## config.mk

```make
export PLATFORM = sky130hd
export DESIGN_NAME = memory_stage
export DESIGN_NICKNAME = d
export VERILOG_FILES = /design/src/rtl/riscv_pkg.sv /design/src/rtl/mem_wb_register.sv /design/src/rtl/memory_stage.sv
export SDC_FILE = /design/constraint.sdc
export NUM_CORES = 1
export LEC_CHECK = 0
export ABC_AREA = 1
export ABC_CLOCK_PERIOD_IN_PS = 2400
export BUFFER_PORTS_ARGS = -buffer_cell sky130_fd_sc_hd__buf_2
export CAP_MARGIN = 20
export CORE_AREA = 10 10 139 141
export DETAILED_ROUTE_END_ITERATION = 7
export DIE_AREA = 0 0 149 151
export PLACE_DENSITY = 0.59
export SLEW_MARGIN = 30
export SYNTH_ARGS = -nofsm -noshare
export SYNTH_HDL_FRONTEND = slang
export SYNTH_SLANG_ARGS = --single-unit
```

## constraint.sdc

```tcl
create_clock -name clk -period 2.4 [get_ports clk]
set_clock_uncertainty 0.05 [all_clocks]
set_input_delay 0 -clock clk [delete_from_list [all_inputs] [get_ports clk]]
set_output_delay 0 -clock clk [all_outputs]
set_load 0.01 [all_outputs]
```

## src/rtl/riscv_pkg.sv

```systemverilog
// Shared M-stage types: result-source encodings, FSM state encoding and the
// MEM/WB field bundle.
package riscv_pkg;

  localparam logic [1:0] RESULT_ALU = 2'b00;
  localparam logic [1:0] RESULT_MEM = 2'b01;
  localparam logic [1:0] RESULT_PC4 = 2'b10;

  typedef enum logic [0:0] {
    MS_IDLE = 1'b0,
    MS_WAIT = 1'b1
  } mstate_t;

  typedef struct packed {
    logic        reg_write;
    logic        lui;
    logic [1:0]  result_src;
    logic [4:0]  rd;
    logic [31:0] alu_result;
    logic [31:0] read_data;
    logic [31:0] ext_imm;
    logic [31:0] pc_plus4;
  } wb_fields_t;

  localparam wb_fields_t WB_BUBBLE = '0;

endpackage

```

## src/rtl/mem_wb_register.sv

```systemverilog
// MEM/WB pipeline register. Loads a bubble whenever the M stage is stalled so a
// held instruction never writes back twice.
module mem_wb_register
  import riscv_pkg::*;
(
  input  logic       clk,
  input  logic       rst,
  input  logic       bubble,
  input  wb_fields_t d,
  output wb_fields_t q
);

  wb_fields_t q_r;

  // MEM/WB register update: reset, bubble insertion or normal load
  always_ff @(posedge clk) begin
    if (rst) begin
      q_r <= WB_BUBBLE;
    end else if (bubble) begin
      q_r <= WB_BUBBLE;
    end else begin
      q_r <= d;
    end
  end

  assign q = q_r;

endmodule

```

## src/rtl/memory_stage.sv

```systemverilog
// RISC-V M stage: data-memory req/ready handshake, stall generation and MEM/WB load.
// Optional bus-timeout abort enabled by defining MEM_TIMEOUT_EN.
module memory_stage
  import riscv_pkg::*;
#(
  parameter int TIMEOUT_CYCLES = 16
) (
  input  logic        clk,
  input  logic        rst,
  input  logic        RegWriteM,
  input  logic        MemWriteM,
  input  logic [1:0]  ResultSrcM,
  input  logic        luiM,
  input  logic [4:0]  RDM,
  input  logic [31:0] ALUResultM,
  input  logic [31:0] WriteDataM,
  input  logic [31:0] ExtImmM,
  input  logic [31:0] PCPlus4M,
  output logic        mem_req,
  output logic        mem_we,
  output logic [31:0] mem_addr,
  output logic [31:0] mem_wdata,
  input  logic [31:0] mem_rdata,
  input  logic        mem_ready,
  output logic        StallM,
  output logic        RegWriteW,
  output logic        luiW,
  output logic [1:0]  ResultSrcW,
  output logic [4:0]  RDW,
  output logic [31:0] ALUResultW,
  output logic [31:0] ReadDataW,
  output logic [31:0] ExtImmW,
  output logic [31:0] PCPlus4W,
  output logic        mem_error
);

  // The wait counter is 5 bits wide, so the abort point must fit in it.
  if (TIMEOUT_CYCLES < 1 || TIMEOUT_CYCLES > 32) begin : g_bad_timeout
    $error("memory_stage: TIMEOUT_CYCLES must be in 1..32");
  end

  mstate_t    state_r;
  logic       acc_s;
  logic       req_raw_s;
  logic       stall_s;
  logic       timeout_s;
  logic       done_s;
  wb_fields_t wb_d_s;
  wb_fields_t wb_q_s;

  assign acc_s = MemWriteM | (ResultSrcM == RESULT_MEM);

`ifdef MEM_TIMEOUT_EN
  localparam logic [4:0] TIMEOUT_LAST = 5'(TIMEOUT_CYCLES - 1);

  logic [4:0] wait_cnt_r;
  logic       mem_error_r;

  assign timeout_s = (state_r == MS_WAIT) && !mem_ready && (wait_cnt_r == TIMEOUT_LAST);

  // Wait counter: held at zero in IDLE so it starts from zero on entry to WAIT
  always_ff @(posedge clk) begin
    if (rst) begin
      wait_cnt_r <= 5'd0;
    end else if (state_r == MS_IDLE) begin
      wait_cnt_r <= 5'd0;
    end else begin
      wait_cnt_r <= wait_cnt_r + 5'd1;
    end
  end

  // Sticky timeout flag, cleared only by reset
  always_ff @(posedge clk) begin
    if (rst) begin
      mem_error_r <= 1'b0;
    end else if (timeout_s) begin
      mem_error_r <= 1'b1;
    end else begin
      mem_error_r <= mem_error_r;
    end
  end

  assign mem_error = mem_error_r;
`else
  assign timeout_s = 1'b0;
  assign mem_error = 1'b0;
`endif

  assign done_s = mem_ready | timeout_s;

  // Bus request and stall decode from the current state
  always_comb begin
    req_raw_s = 1'b0;
    stall_s   = 1'b0;
    case (state_r)
      MS_IDLE: begin
        req_raw_s = acc_s;
        stall_s   = acc_s & ~mem_ready;
      end
      MS_WAIT: begin
        req_raw_s = 1'b1;
        stall_s   = ~done_s;
      end
      default: begin
        req_raw_s = 1'b0;
        stall_s   = 1'b0;
      end
    endcase
  end

  // Handshake FSM; a timeout completes the access exactly like mem_ready
  always_ff @(posedge clk) begin
    if (rst) begin
      state_r <= MS_IDLE;
    end else begin
      case (state_r)
        MS_IDLE: state_r <= (acc_s && !mem_ready) ? MS_WAIT : MS_IDLE;
        MS_WAIT: state_r <= done_s ? MS_IDLE : MS_WAIT;
        default: state_r <= MS_IDLE;
      endcase
    end
  end

  assign mem_req   = req_raw_s & ~rst;
  assign mem_we    = MemWriteM;
  assign mem_addr  = ALUResultM;
  assign mem_wdata = WriteDataM;
  assign StallM    = stall_s;

  // Read data is only captured from a completing request; aborts and non-accesses give zero
  assign wb_d_s = '{
    reg_write:  RegWriteM,
    lui:        luiM,
    result_src: ResultSrcM,
    rd:         RDM,
    alu_result: ALUResultM,
    read_data:  (req_raw_s && mem_ready) ? mem_rdata : 32'h0000_0000,
    ext_imm:    ExtImmM,
    pc_plus4:   PCPlus4M
  };

  mem_wb_register u_mem_wb (
    .clk    (clk),
    .rst    (rst),
    .bubble (stall_s),
    .d      (wb_d_s),
    .q      (wb_q_s)
  );

  assign RegWriteW  = wb_q_s.reg_write;
  assign luiW       = wb_q_s.lui;
  assign ResultSrcW = wb_q_s.result_src;
  assign RDW        = wb_q_s.rd;
  assign ALUResultW = wb_q_s.alu_result;
  assign ReadDataW  = wb_q_s.read_data;
  assign ExtImmW    = wb_q_s.ext_imm;
  assign PCPlus4W   = wb_q_s.pc_plus4;

endmodule

```

# Yosys cells after proc, flatten, opt, wreduce, memory -nomap -nowiden
# Index checks and enable logic that the tools add are counted.
# totals
ram_bits	0
romBits	0
wordCells	27
output_inout_bits	205
regBits	138
latch_bits	0
in_bits	173
n_memories	0
# op_classes
n_eq_ne	1
n_lt_le_gt_ge	0
add_sub_neg	0
reduce_logical	5
bitwise	7
n_div	0
n_mux	5
shifts	0
multipliers	0
# op_table
op	count
$pmux W1 S2	3
$not A1 Y1	4
$reduce_or A3 Y1	1
$and A1 B1 Y1	2
$eq A2 B1 Y1 const B	1
$logic_and A1 B1 Y1	2
$mux W1	2
$reduce_or A2 Y1	1
$logic_not A1 Y1	1
$or A1 B1 Y1	1

# Logic depth before layout (Yosys ltp)
# Gate-level depths: netlist of run 1.
# logic_depth
depth_word	6
depth_mapped	8
mapped_depth_nobuf	6

# Modules after synthesis
# A second synthesis of run 1 with hierarchy kept.
# hier_totals
cells_unflattened	574
area_unflattened_um2	4845.9
# by_module_without_submodules
mod	seq_area_each_um2	area_per_inst_um2	n_inst	cells_per_inst
mem_wb_register	2742.6	3976.3	1	429
memory_stage	20.0	869.6	1	145

# Worst setup path before layout of run 1
# No wires, ideal clock.
# synth_path
kind	flip-flop to flip-flop
start	register state_r
end	register u_mem_wb.q_r, in the netlist u_mem_wb.q[100]
synth_period_minus_slack_ns	1.090
setup_ns	0.061
path_stages_with_launch	8
required_ns	2.289
path_buffers	2
arrival_ns	0.979
slack_ns	1.310
path_cell_list	dfxtp_1 > nor2_1 > nand2_2 > nand2_4 > nand2_4 > buf_6 > buf_12 > nor2_4
# synth_between
elab_chain_cells	3
# synth_rtl
element	line_no	rtl
start, declared	memory_stage.sv:42	mstate_t state_r;
start signal, assigned	memory_stage.sv:117	MS_IDLE: state_r <= (acc_s && !mem_ready) ? MS_WAIT : MS_IDLE;
start signal, assigned	memory_stage.sv:118	MS_WAIT: state_r <= done_s ? MS_IDLE : MS_WAIT;
$not A1 Y1	memory_stage.sv:95	case (state_r)
$pmux W1 S2 (*)	memory_stage.sv:95	
$reduce_or A2 Y1 (no source line) (*)	--	
end signal, assigned	mem_wb_register.sv:18	q_r <= WB_BUBBLE;
end signal, assigned	mem_wb_register.sv:20	q_r <= WB_BUBBLE;
end signal, assigned	mem_wb_register.sv:22	q_r <= d;
end, declared	mem_wb_register.sv:13	wb_fields_t q_r;
# Every way passes the cells marked *; elsewhere a longest branch is shown, timed or not.
# A chain may end at the register's enable or synchronous reset.

# Final worst setup path of run 1
# layout_path
start	input ResultSrcM[1]
end	register u_mem_wb.q_r, in the netlist u_mem_wb.q[59]
# layout_between
elab_chain_cells	5
# layout_rtl
element	line_no	rtl
start, declared	memory_stage.sv:12	input logic [1:0] ResultSrcM,
$eq A2 B1 Y1	memory_stage.sv:51	assign acc_s = MemWriteM | (ResultSrcM == RESULT_MEM);
$or A1 B1 Y1	memory_stage.sv:51	
$and A1 B1 Y1	memory_stage.sv:98	stall_s = acc_s & ~mem_ready;
$pmux W1 S2	memory_stage.sv:95	
$reduce_or A2 Y1 (no source line)	--	
# No other way between the ends.

==> out/results.ini, run 1 <==
[floorplanning]
dieArea_um2 = 22500
fp.dieH_um = 151
initial_utilization = 0.296
core_um2 = 16500
row_count = 47
die_w_um = 149
pin_count = 378

[logic_synthesis]
synth_cell_types = 13
synth_top_area_share = 0.566
yosysTopAreaCell = dfxtp_1
synth_edf_count = 0
yosys_warnings = 0
yosys.cell_count.top_type = inv_1
syn_inst = 505
yosys-top-cells-count = inv_1 (141), dfxtp_1 (138), nor2_1 (90)
async_flop_share = 0
synth_ff_type = dfxtp_1
synthTopCellsByArea = dfxtp_1 (57%), nor2_4 (12%), inv_1 (11%)
ys_ff_latch = 138
syn_nets = 678
synth.avg_cell_area_um2 = 9.67
synthesis.area_um2 = 4880
yosysSeqAreaShare = 0.566

[finish]
final_area_um2 = 8470
drive_gt1_frac = 0.424
final_net_count = 1105
area_growth_syn_to_layout_pct = 73.5

[outcome]
outcome = finished clean

[clocking]
root_buffer = clkbuf_16
cts_setup_buffers = 0
cts_buffer_depth = 2
cts_made_buffers = 17
cts_tree = yes
clock_latency_ps = 410
ctsHtreeMaxLevel = 4
clock-sinks = 138
clk_pin_slew_ps = 60

[drt]
avgViaCountPerCell = 3.76
drc = 0
maxUsedRoutingLayer = met4
first_pass_iters = 4
wl_mm = 18.5
wl_met1_mm = 6.04
wl_met3_mm = 2.23
wl_met2_mm = 9.89
dr.first_iter.drc_count = 92
drtAntennaViolNets = 0
via_count = 4383
wire_per_inst_um = 15.8

[power]
vdd_drop_max_mv = 0.444
p_leak_uw = 0.00466
powerDensity_nw_per_um2 = 707

[global_routing]
grt_use_total = 0.156
grt_pass1_wl_mm = 27.0
grt_max_degree = 44
grt_pass1_vias = 4800
overflow = 0
antenna_found_initial = 1

[min_path]
min_from = mem_ready
min_to = u_mem_wb.q[79]
hold_class = in2reg
worstHoldPathCells = 3

[place]
dp_hpwl_mm = 12.5
gp_congestion = 0.806
io_buffers = 312
post_dp_cell_area_um2 = 6140

[setup_path]
cp-end-kind = flip-flop
path_buf_inv = 4
start_kind = primary input
cp_slowest_cell = dlygate4sd3_1
cp_max_fo = 43
worstRegToRegCells = 5
cpPeakStageDelay_ps = 550
timing.rr.start = state_r
critical_path_arrival_ps = 1720
r2r-end = u_mem_wb.q[68]
required_ps = 2630
rrSetupSlack_ps = 960
criticalPathCategory = in2reg
crit_path_cell_trace = dlygate4sd3_1 > buf_2 > inv_1 > nand2_1 > nand2_2 > nand2_4 > nand2_8 > buf_4 > nor2_1
cpLargestDelayFamily = buffers and inverters

[timing]
hold_viol = 0
tns_ps = 0
drv_slew = 0
period_minus_slack_ps = 1490
worst_pin_slew_ps = 497
post-route-period-util = 0.620
grt_setup_unrepaired = false
max-slew-margin-rel = 0.667
setup_viol = 0
max_freq_mhz = 672

[run]
drv_cap = 0

[where the power goes]
group	switching [µW]	internal, µW	leakage, µW
clock network	974	1710	0.000292
logic	427	437	0.00323
registers	27.9	2410	0.00114
total	1430	4560	0.00466
[final cells by class]
| cell class | instances | area, µm² |
|---|---|---|
| fill | 1459 | 8000 |
| timing repair buffer | 488 | 3340 |
| sequential | 138 | 2760 |
| multi-input combinational | 146 | 951 |
| inverter | 141 | 529 |
| clock buffer | 21 | 470 |
| tap | 220 | 275 |
| clock inverter | 10 | 140 |
| antenna | 1 | 2.50 |
[cells in the final DEF, fill, tap and decap left out]
| cell type | Yosys | layout |
|---|---|---|
| dfxtp_1 | 138 | 138 |
| nand2_4 | 2 | 1 |
| nand2_8 | 0 | 1 |
| dlygate4sd3_1 | 0 | 171 |
| clkinv_2 | 0 | 2 |
| clkinv_4 | 0 | 1 |
| nor2_1 | 90 | 90 |
| clkbuf_8 | 0 | 3 |
| buf_12 | 5 | 2 |
| clkinvlp_4 | 0 | 3 |
| diode_2 | 0 | 1 |
| nand2_1 | 1 | 1 |
| nand3_1 | 1 | 1 |
| conb_1 | 1 | 1 |
| clkbuf_1 | 0 | 1 |
| bufinv_16 | 0 | 3 |
| clkbuf_16 | 0 | 17 |
| buf_4 | 66 | 3 |
| nand2_2 | 1 | 1 |
| inv_6 | 0 | 1 |
| buf_2 | 8 | 312 |
| inv_1 | 141 | 141 |
| nor2_4 | 50 | 50 |
[timing repair]
item / 4_1_cts / 5_1_grt
hold buffers: 171 / 0
endpoints found under the hold margin: 170 / 0
resized for setup: 0 / 0
[worst min-delay path, cell delays in order]
cell and delay [ps]:
buf_2 110, nand3_1 350, nor2_1 70
[through the flow]
stage               instances  power, µW   util  worst slack [ps]  hold WS (ps)
floorplan                 505       2890      -              1310         -2.47
finish                   1165       5980  0.514               912           111
CTS                      1164       6060  0.514               885          97.8
global placement          962       3090  0.373               978         -49.9
global route             1165       6240  0.514               813           132
detailed placement        962       3100  0.373               939         -49.9
[worst max-delay path by stage]
stage | cells past startpoint | end | slack, ps | from
3_5_place_dp | 6 | u_mem_wb.q[59] | 940 | state_r
2_1_floorplan | 7 | u_mem_wb.q[100] | 1310 | state_r
4_1_cts | 9 | u_mem_wb.q[59] | 880 | ResultSrcM[1]
5_1_grt | 8 | u_mem_wb.q[68] | 810 | ResultSrcM[1]
6_report | 9 | u_mem_wb.q[59] | 910 | ResultSrcM[1]
3_3_place_gp | 6 | u_mem_wb.q[62] | 980 | state_r
[cells by family after synthesis]
family,count (synthesis),share of synthesized area
buf+inv,221,0.241
flops,138,0.566
other cells,1,0.000768
simple gates,145,0.192
[layer usage]
metal	vias to the layer above	track usage
met5	-	0
met3	21	0.0859
met2	242	0.294
li1	2166	-
met4	0	0.0500
met1	1954	0.139
[flip-flops by register name (all words and copies together), names as in the netlist]
| register | flops |
|---|---|
| u_mem_wb.q | 137 |
| state_r | 1 |
(Power assumes the default switching activity.)
==> inputs of run 2 (changes only) <==
- ABC_AREA: 1 -> 0
- ABC_CLOCK_PERIOD_IN_PS: 2400 -> 1460
- CORE_AREA: 10 10 139 141 -> 10 10 137 139
- DIE_AREA: 0 0 149 151 -> 0 0 147 149
- PLACE_DENSITY: 0.59 -> 0.58
- clock period: 2.4 -> 1.46 ns (I/O delays scaled with it)
==> out/results.ini, run 2 <==
[timing]
max-slew-margin-rel = 0.517  ; -0.151
drv_slew = 0  ; unchanged
grt_setup_unrepaired = true
max_freq_mhz = 696
post-route-period-util = 0.984
setup_viol = 0  ; unchanged
hold_viol = 0  ; unchanged
period_minus_slack_ps = 1440
worst_pin_slew_ps = 725  ; +227 ps
tns_ps = 0  ; unchanged

[power]
power_frac_comb = 0.145  ; about the same
power_switching_uw = 2350  ; +65%
vdd_drop_max_mv = 0.689  ; +55%
p_int_uw = 7670  ; +68%
p_leak_uw = 0.00406  ; -13%
switching_share = 0.235  ; -0.00378
seqPwrFrac = 0.400  ; -0.007
clock_power_share = 0.455  ; +0.006
powerDensity_nw_per_um2 = 1200  ; +70%

[finish]
fillers = 1379  ; -5.5%
drive_gt1_frac = 0.466  ; +0.0424
mostFrequentLayoutCell = buf_2
largest_reg_flops = 137  ; unchanged
final_core_util = 0.515  ; +0.000529
area_growth_syn_to_layout_pct = 86.2
final_cell_mix = buf_2 (310), dlygate4sd3_1 (170), dfxtp_1 (137)
final_net_count = 974  ; -12%

[setup_path]
start_kind = flip-flop
cp-end-kind = output pin
rrSetupSlack_ps = 60  ; -900 ps
criticalPathCategory = reg2out
required_ps = 1410  ; -1220 ps
critPathLaunch = state_r
critical_path_arrival_ps = 1390  ; -330 ps
timing.rr.start = state_r
cp_max_fo = 8  ; -81%

[clocking]
cts_tree = yes
clock_latency_ps = 400  ; about the same
cts_buffer_depth = 2  ; unchanged
clk_pin_slew_ps = 60  ; about the same
ctsHtreeMaxLevel = 4  ; unchanged
root_buffer = clkbuf_16
cts_made_buffers = 17  ; unchanged
clock-sinks = 138  ; unchanged

[floorplanning]
fp.dieH_um = 149  ; -1.3%
dieArea_um2 = 21900  ; -2.6%
core_um2 = 16200  ; -1.8%
die_w_um = 147  ; -1.3%
initial_utilization = 0.276  ; -0.0200
row_count = 47  ; unchanged
pin_count = 378  ; unchanged

[logic_synthesis]
yosysSeqAreaShare = 0.618  ; +0.0520
synth_cell_types = 14  ; +1
yosys.cell_count.top_type = dfxtp_1
synth_ff_type = dfxtp_1
syn_nets = 549  ; -19%
yosys_warnings = 0  ; unchanged
ys_ff_latch = 138  ; unchanged
synth_edf_count = 0  ; unchanged
syn_inst = 376  ; -26%
async_flop_share = 0  ; unchanged
synth_top_area_share = 0.618  ; +0.0520
synth.avg_cell_area_um2 = 11.9  ; +23%
synthesis.area_um2 = 4470  ; -8.4%
yosys-top-cells-count = dfxtp_1 (138), nor3b_1 (103), buf_4 (66)
synthTopCellsByArea = dfxtp_1 (62%), nor3b_1 (17%), buf_4 (11%)
yosysTopAreaCell = dfxtp_1

[drt]
first_pass_iters = 4  ; unchanged
avgViaCountPerCell = 4.24  ; +13%
dr.first_iter.drc_count = 104  ; +13%
drtAntennaViolNets = 0  ; unchanged
wire_per_inst_um = 19.7  ; +24%
wl_mm = 20.4  ; +11%
via_count = 4396  ; +0.30%
drc = 0  ; unchanged

[run]
drv_cap = 0  ; unchanged

[global_routing]
grt_pass1_wl_mm = 29.0  ; +7.6%
grt_use_total = 0.171  ; +0.0142
grt_pass1_vias = 4835  ; +0.73%
grt_max_degree = 106  ; +140%
antenna_found_initial = 3  ; +2
overflow = 0  ; unchanged

[min_path]
min_from = mem_ready
hold_class = in2reg

[outcome]
outcome = finished clean

[place]
dp_hpwl_mm = 13.0  ; +3.9%
io_buffers = 312  ; unchanged
gp_congestion = 0.770  ; -4.4%

-- run 2: cell families after synthesis --
kind of cell / count (synthesis) / synth area share
AO/OA/AOI/OAI: 2 / 0.00392
buffers and inverters: 95 / 0.148
AND/OR/NAND/NOR: 140 / 0.229
other: 1 / 0.000839
flip-flops: 138 / 0.618
-- run 2: repair_timing --
item,CTS,global route
buffers inserted,1,8
hold buffers,170,0
pin swaps,2,3
endpoints found under the setup margin,2,82
resized for setup,0,18
hold endpoints to repair,169,0
gates cloned,2,3
-- run 2: path summary, 6_finish.rpt --
path | endpoint | cells past startpoint
worst max register to register | u_mem_wb.q[10] | 6
worst max-delay path | StallM | 5
worst min register to register | u_mem_wb.q[93] | 3
worst min-delay path | state_r | 3
-- run 2: worst max-delay path: stages (launching register included) --
cell and delay, ps:
dfxtp_2 340, nor2_4 50, buf_6 120, a21oi_4 200, buf_12 160, buf_6 100
-- run 2: through the flow --
| step | setup slack, ps | instance area, µm² | instances | total power [µW] | hold WS, ps |
|---|---|---|---|---|---|
| floorplan | 373 | 4470 | 376 | 4650 | 21.6 |
| global placement | -121 | 5730 | 818 | 4990 | -49.9 |
| detailed placement | 83.3 | 5740 | 818 | 5020 | -49.9 |
| CTS | -97.1 | 8120 | 1022 | 10000 | 36.8 |
| global route | -23.9 | 8320 | 1036 | 10400 | 65.2 |
| finish | 23.0 | 8320 | 1036 | 10000 | 62.5 |
-- run 2: metal layers --
layer / share of wire / vias up / GRT usage
met5: 0 / - / 0
met4: 0.023 / 0 / 0.0714
met3: 0.11 / 32 / 0.0910
met2: 0.53 / 259 / 0.313
met1: 0.34 / 2057 / 0.154
li1: - / 2048 / -
-- run 2: cell type report --
type,instances,area (µm²),area share
tap,220,275,0.0331
clock inverter,13,191,0.0230
sequential,138,2760,0.332
timing repair buffer,500,3520,0.423
multi-input combinational,144,1120,0.135
clock buffer,18,439,0.0528
antenna,3,7.51,0.000902
-- run 2: power by group through the flow --
stage / sequential (µW) / clock, µW / combinational, µW
detailed placement: 4080 / 0 / 932
floorplan: 4190 / 0 / 465
finish: 4010 / 4560 / 1460
global placement: 4080 / 0 / 910
global route: 4020 / 4820 / 1560
CTS: 4000 / 4680 / 1360
